==> src/rtl/mem_ctrl.sv <==
// Memory controller that bridges single-word CPU loads/stores onto a RAM
// with a registered read port; out-of-range addresses finish with an error pulse.
module mem_ctrl #(
    parameter int ADDR_W = 9,
    parameter int DATA_W = 32
) (
    input  logic              clock,
    input  logic              reset,
    input  logic              req,
    input  logic              we,
    input  logic [31:0]       addr,
    input  logic [DATA_W-1:0] wdata,
    output logic [DATA_W-1:0] rdata,
    output logic              done,
    output logic              busy,
    output logic              addr_err,
    output logic              ram_read,
    output logic              ram_write,
    output logic [ADDR_W-1:0] ram_address,
    output logic [DATA_W-1:0] ram_data_in,
    input  logic [DATA_W-1:0] ram_data_out
);

    typedef enum logic [2:0] {
        IDLE,
        RD_ISSUE,
        RD_CAPTURE,
        WR_ISSUE,
        DONE,
        ERR
    } state_t;

    state_t            state;
    state_t            state_next;
    logic [ADDR_W-1:0] mar;
    logic [DATA_W-1:0] mdr;
    logic              accept;
    logic              addr_out_of_range;

    assign accept            = (state == IDLE) && req;
    assign addr_out_of_range = (addr[31:ADDR_W] != '0);

    // MAR/MDR only move on an accepting edge so the RAM buses stay stable for the whole access.
    always_ff @(posedge clock) begin
        if (reset) begin
            state <= IDLE;
            mar   <= '0;
            mdr   <= '0;
            rdata <= '0;
        end else begin
            state <= state_next;
            if (accept) begin
                mar <= addr[ADDR_W-1:0];
                mdr <= wdata;
            end
            if (state == RD_CAPTURE) begin
                rdata <= ram_data_out;
            end
        end
    end

    always_comb begin
        state_next = state;
        done       = 1'b0;
        addr_err   = 1'b0;
        ram_read   = 1'b0;
        ram_write  = 1'b0;
        busy       = (state != IDLE);
        case (state)
            IDLE: begin
                if (req) begin
                    if (addr_out_of_range) begin
                        state_next = ERR;
                    end else if (we) begin
                        state_next = WR_ISSUE;
                    end else begin
                        state_next = RD_ISSUE;
                    end
                end
            end
            RD_ISSUE: begin
                // Strobes are masked by reset so an aborted access never reaches the RAM.
                ram_read   = !reset;
                state_next = RD_CAPTURE;
            end
            RD_CAPTURE: begin
                state_next = DONE;
            end
            WR_ISSUE: begin
                ram_write  = !reset;
                state_next = DONE;
            end
            DONE: begin
                done       = 1'b1;
                state_next = IDLE;
            end
            ERR: begin
                done       = 1'b1;
                addr_err   = 1'b1;
                state_next = IDLE;
            end
            default: begin
                state_next = IDLE;
            end
        endcase
    end

    assign ram_address = mar;
    assign ram_data_in = mdr;

endmodule

==> config.mk <==
export PLATFORM = sky130hd
export DESIGN_NAME = mem_ctrl
export DESIGN_NICKNAME = d
export VERILOG_FILES = /design/src/rtl/mem_ctrl.sv
export SDC_FILE = /design/constraint.sdc
export NUM_CORES = 1
export LEC_CHECK = 0
export ABC_AREA = 1
export CORE_AREA = 5 5 87 105
export DETAILED_ROUTE_END_ITERATION = 10
export DIE_AREA = 0 0 92 110
export PLACE_DENSITY = 0.79
export SYNTH_ARGS = -nofsm -noshare
export SYNTH_HDL_FRONTEND = slang
export SYNTH_SLANG_ARGS = --single-unit
==> constraint.sdc <==
create_clock -name clock -period 1.3 [get_ports clock]
set_input_delay 0.195 -clock clock [delete_from_list [all_inputs] [get_ports clock]]
set_output_delay 0.195 -clock clock [all_outputs]
set_load 0.05 [all_outputs]
==> flow_summary.yaml, run 1 <==
floorplan:
  dieArea_sq_mm: 0.0101
  fp-row-count: 36
  ioPinCount: 178
  core-area_sq_mm: 0.00802
  die_h_microns: 110
  die_w_microns: 92
  initial_core_util_pct: 35.7
layout:
  fillCellCount: 386
  final_layout_size_suffix_gt1_share_pct: 47.1
  fin_nets: 662
  diodes: 0
  area_growth_pct: 137
clock_network:
  clkSinkCount: 76
  clock_latency_ps: 350
  root_buffer: "clkbuf_8"
  numCtsBuffers: 9
  cts_tree: "built"
  clk_path_buf_depth: 2
  cts.clk_slew.worst_paths_ps: 80
  cts_max_level: 3
  hold_buffers: 0
place:
  gp_congestion: 0.759
  dpl.hpwl_microns: 7600
  pre_cts_slack_ps: -49.2
  numPortBuffers: 177
worst_setup_path:
  crit_path_end_kind: "output port"
  path_common_cell: "or2_4"
  cp_cell_sequence: "or2_4, or2_4, nor2_4, buf_12"
  critPathMaxStageDelay_ps: 330
  crit_path_start: "state[1]"
  worstSetupPathType: "register to output port"
  worst_path_max_delay_cell: "dfxtp_2"
  critical_path_required_ps: 1110
  crit_arrival_ps: 1440
  critPathLaunchType: "register"
  reg2reg_from: "state[1]"
  path_max_fanout: 3
yosys:
  ys_top_cells_by_area: "dfxtp_1 (53%), a21oi_1 (13%), nand3_1 (7.3%), nand2_1 (6.4%), o21ai_0 (5.8%)"
  synthTopCellsByCount: "dfxtp_1 (76), a21oi_1 (75), nand2_1 (49), nand3_1 (42), inv_1 (37)"
  avgSynthCellArea_sq_um: 7.81
  synth_edf_count: 0
  ys_ff_latch: 76
  yosysMostFrequentCell: "dfxtp_1"
  synth.top_cell.area_share_pct: 53.2
  syn-num-nets: 466
  async_reset_ff_share_pct: 0
  synth_area_leader_cell: "dfxtp_1"
  netlist_instances: 366
  yosysSeqAreaShare_pct: 53.2
  synth_flop_cell: "dfxtp_1"
  syn-cell-area_sq_mm: 0.00286
  synth_cell_types: 20
  synth-warning-count: 0
timing:
  setup_viol: 74
  hold_viol_final: 0
  worst_pin_slew_ps: 571
  finalCritPeriodShare_pct: 126
  skew_ps: 18.1
  finalMaxSlewViolations: 0
  max_freq_mhz: 610
  rsz0062_at_grt: "true"
  setup_ws_ps: -338
  min_period_ps: 1640
  slew_headroom_pct: 61.9
global_route:
  grt_pass1_vias: 3289
  grt_pass1_wl_microns: 15400
  grt_overflow: 0
  antenna_found_initial: 0
  grt_max_degree: 65
  track_usage_pct: 19.2
run:
  maxCapViolCount: 0
outcome:
  outcome: "finished, violations left"
  violations: "negative setup slack"
detailed_routing:
  drtIter0Drc: 117
  drt-total-wl_microns: 13600
  ant_nets: 0
  drc: 0
  wl_per_cell_microns: 20.5
  drtPass1Iterations: 4
  vias: 3436
  viasPerCell: 5.19
pwr:
  power_mw: 7.09
  leakage_nw: 2.59
  peakVddDrop_v: 0.000828
  powerDensity_mw_per_mm2: 1040
min_path:
  min_from: "reset"
  min_path_type: "primary input to register"
## power by group
part	switching [mW]	internal, mW	leakage [nW]
clock	0.978	0.724	0.0886
sequential	0.201	2.48	0.621
combinational	1.36	1.35	1.88
## flip-flops by register name (all words and copies together), names as in the netlist
signal	count
ram_data_in	32
ram_address	9
rdata	32
state	3
## per-layer routing
layer / track usage (%) / part of all wire, % / vias to the layer above
met4: 9.34 / 3.1 / 0
met1: 19.6 / 36 / 1649
met2: 34.7 / 54 / 159
met3: 7.26 / 6.9 / 30
li1: - / - / 1598
met5: 0 / 0 / -
## path summary, 6_finish.rpt
kind / cells after the start / endpoint / slack (ps)
setup reg to reg: 7 / ram_data_in[24] / -150
hold reg to reg: 2 / rdata[10] / 490
hold / removal: 2 / state[0] / 240
setup / recovery: 4 / ram_read / -340
## layout by cell type (no fill, tap or decap)
master / synthesis / routed
clkbuf_16: 0 / 8
nor2_4: 0 / 2
o21ai_4: 0 / 6
a21oi_2: 0 / 45
clkinvlp_4: 0 / 3
dfxtp_2: 0 / 3
nor3_4: 0 / 2
nand3_2: 1 / 4
inv_1: 37 / 35
nand3_4: 0 / 1
buf_6: 0 / 9
clkbuf_8: 0 / 9
buf_8: 0 / 5
inv_6: 0 / 3
or2_4: 1 / 2
nand2_2: 1 / 11
clkinv_2: 0 / 1
a21oi_1: 75 / 30
nand2_1: 49 / 9
inv_2: 1 / 2
nor2_8: 1 / 1
buf_4: 4 / 8
clkdlybuf4s50_1: 0 / 98
nand2_4: 0 / 29
buf_2: 6 / 1
nand4_1: 1 / 1
dfxtp_1: 76 / 73
nand2_8: 0 / 1
buf_12: 0 / 83
o21ai_2: 0 / 27
inv_8: 0 / 1
nor2_1: 18 / 16
nand3_1: 42 / 38
## cell families (layout without fill, tap and decap cells)
family                 after synthesis  after routing  synth area share [%]
flip-flops                          76             76                  53.2
buffers and inverters               65            266                  9.40
AO/OA/AOI/OAI                      108            108                  18.9
AND/OR/NAND/NOR                    117            117                  18.5
## worst max-delay path, delay by kind of cell (launching register included)
kind	cells	cell delay (ps)
simple gates	3	640
buf+inv	1	140
flops	1	330
## metrics by stage
step	TNS, ps	std cells	cell area [sq um]	hold WS [ps]	util (%)
2_1_floorplan	-212	366	2890	359	-
3_3_place_gp	-26.4	626	5600	467	69.8
3_5_place_dp	-961	626	5600	472	69.8
4_1_cts	-1860	645	5840	193	72.8
5_1_grt	-9940	662	6790	235	84.7
6_report	-6350	662	6790	241	84.7
## area by class of cell
class	count	area (sq um)	area share, %
timing repair buffer	212	3080	45.4
multi-input combinational	225	1730	25.5
sequential	76	1530	22.5
inverter	38	146	2.16
clock buffer	9	124	1.82
tap	95	119	1.75
clock inverter	7	57.6	0.848
## what timing repair did
item / 4_1_cts / 5_1_grt
buffers inserted: 3 / 4
gates resized for setup: 40 / 175
pin swaps: 5 / 12
setup endpoints to repair: 11 / 78
cloned: 0 / 14
Note: power is estimated with default switching activity, not from simulation.
==> run 2, diff against run 1 <==
Settings changed: ABC_CLOCK_PERIOD_IN_PS set to 1300, PLACE_DENSITY 0.79 to 0.78.
==> run 2 against run 1 <==
The run still ends with negative setup slack left. Combinational power decreased by 7.7%. Critical endpoint unchanged. Sequential cell count unchanged. Final cell count decreased by 1.7%. Die area unchanged. Global-route usage decreased by 0.81 points. Clock skew decreased by 8.2 ps. Highest routed layer unchanged.
==> flow_summary.yaml, run 2 (same netlist as run 1, synthesis figures left out) <==
clock_network:
  hold_buffers: 0
  cts.clk_slew.worst_paths_ps: 90
  root_buffer: "clkbuf_8"
  numCtsBuffers: 9
  cts_tree: "built"
  clkSinkCount: 76
  clock_latency_ps: 350
  clk_path_buf_depth: 2
  cts_max_level: 3
floorplan:
  core-area_sq_mm: 0.00802
  die_h_microns: 110
  die_w_microns: 92
  fp-row-count: 36
  ioPinCount: 178
  initial_core_util_pct: 35.7
  dieArea_sq_mm: 0.0101
detailed_routing:
  vias: 3321
  ant_nets: 0
  drtIter0Drc: 100
  drtPass1Iterations: 4
  drt-total-wl_microns: 11800
  viasPerCell: 5.10
  wl_per_cell_microns: 18.2
  drc: 0
place:
  numPortBuffers: 177
  dp_cells: 627
  pre_cts_slack_ps: -48.6
  dpl.hpwl_microns: 7430
  gp_congestion: 0.737
  place_area_sq_mm: 0.00559
timing:
  finalMaxSlewViolations: 0
  skew_ps: 9.89
  slew_headroom_pct: 59.5
  min_period_ps: 1650
  finalCritPeriodShare_pct: 127
  hold_slack_ps: 184
  max_freq_mhz: 607
  hold_viol_final: 0
  rsz0062_at_grt: "true"
  setup_ws_ps: -348
  worst_pin_slew_ps: 607
  setup_viol: 46
worst_setup_path:
  crit_arrival_ps: 1450
  critical_path_required_ps: 1110
  worstSetupPathType: "register to output port"
  crit_path_end_kind: "output port"
  critPathLaunchType: "register"
  path_max_fanout: 3
layout:
  area_growth_pct: 125
  fin_nets: 652
  diodes: 0
  fillCellCount: 454
  final_layout_size_suffix_gt1_share_pct: 38.3
  design_area_sq_mm: 0.00643
  final_cell_mix: "clkdlybuf4s50_1 (98), buf_12 (82), dfxtp_1 (74), nand3_1 (42), a21oi_2 (39)"
  instances_no_fill: 651
  layout_commonest_cell: "clkdlybuf4s50_1"
global_route:
  grt_pass1_vias: 3174
  grt_max_degree: 44
  grt_overflow: 0
  grt_pass1_wl_microns: 14700
  track_usage_pct: 18.4
  antenna_found_initial: 0
pwr:
  peakVddDrop_v: 0.000872
  powerDensity_mw_per_mm2: 1110
  power_mw: 7.16
  leakage_nw: 2.47
run:
  maxCapViolCount: 0
outcome:
  violations: "negative setup slack"
  outcome: "finished, violations left"
min_path:
  min_path_type: "primary input to register"
[run 2: metrics by stage]
step / setup TNS [ps] / util, %
final: -6080 / 80.2
after global routing: -8800 / 80.2
after CTS: -1050 / 72.7
after detailed placement: -976 / 69.7
after global placement: -51.1 / 69.7
after floorplan: -212 / -
[run 2: metal layers]
metal	wire [microns]	up-vias	GRT usage (%)
li1	-	1577	-
met1	4350	1567	18.7
met2	6240	150	33.7
met3	934	27	7.06
met4	293	0	7.96
met5	0	-	0
[run 2: path summary, 6_finish.rpt]
check | from | end | slack, ps | depth (start not counted)
hold reg to reg | rdata[16] | rdata[16] | 480 | 2
hold / removal | reset | ram_address[2] | 180 | 2
setup / recovery | state[1] | ram_read | -350 | 4
setup reg to reg | state[1] | ram_data_in[19] | -160 | 7
[run 2: worst max-delay path, cell delays in order (launching register included)]
cell and delay [ps]:
dfxtp_2 330, or2_4 270, or2_4 250, nor2_4 110, buf_12 150
[run 2: cell type report]
type / count / area, sq um / share of cell area (%)
clock buffers: 9 / 124 / 1.93
clock inverters: 6 / 90.1 / 1.40
inverters: 38 / 146 / 2.28
multi-input cells: 225 / 1520 / 23.7
flip-flops and latches: 76 / 1520 / 23.7
well taps: 95 / 119 / 1.85
repair buffers: 202 / 2900 / 45.1
[run 2: timing repair]
item	in CTS	in global routing
setup endpoints to repair	6	64
buffers inserted	0	2
cloned	0	7
pin swaps	0	4
gates resized for setup	7	119
[run 2: where the power goes]
part / leakage, nW / total (mW) / switching (mW) / internal [mW]
sequential: 0.620 / 2.67 / 0.198 / 2.48
combinational: 1.75 / 2.50 / 1.24 / 1.26
clock: 0.105 / 1.98 / 0.910 / 1.07
total: 2.47 / 7.16 / 2.35 / 4.80
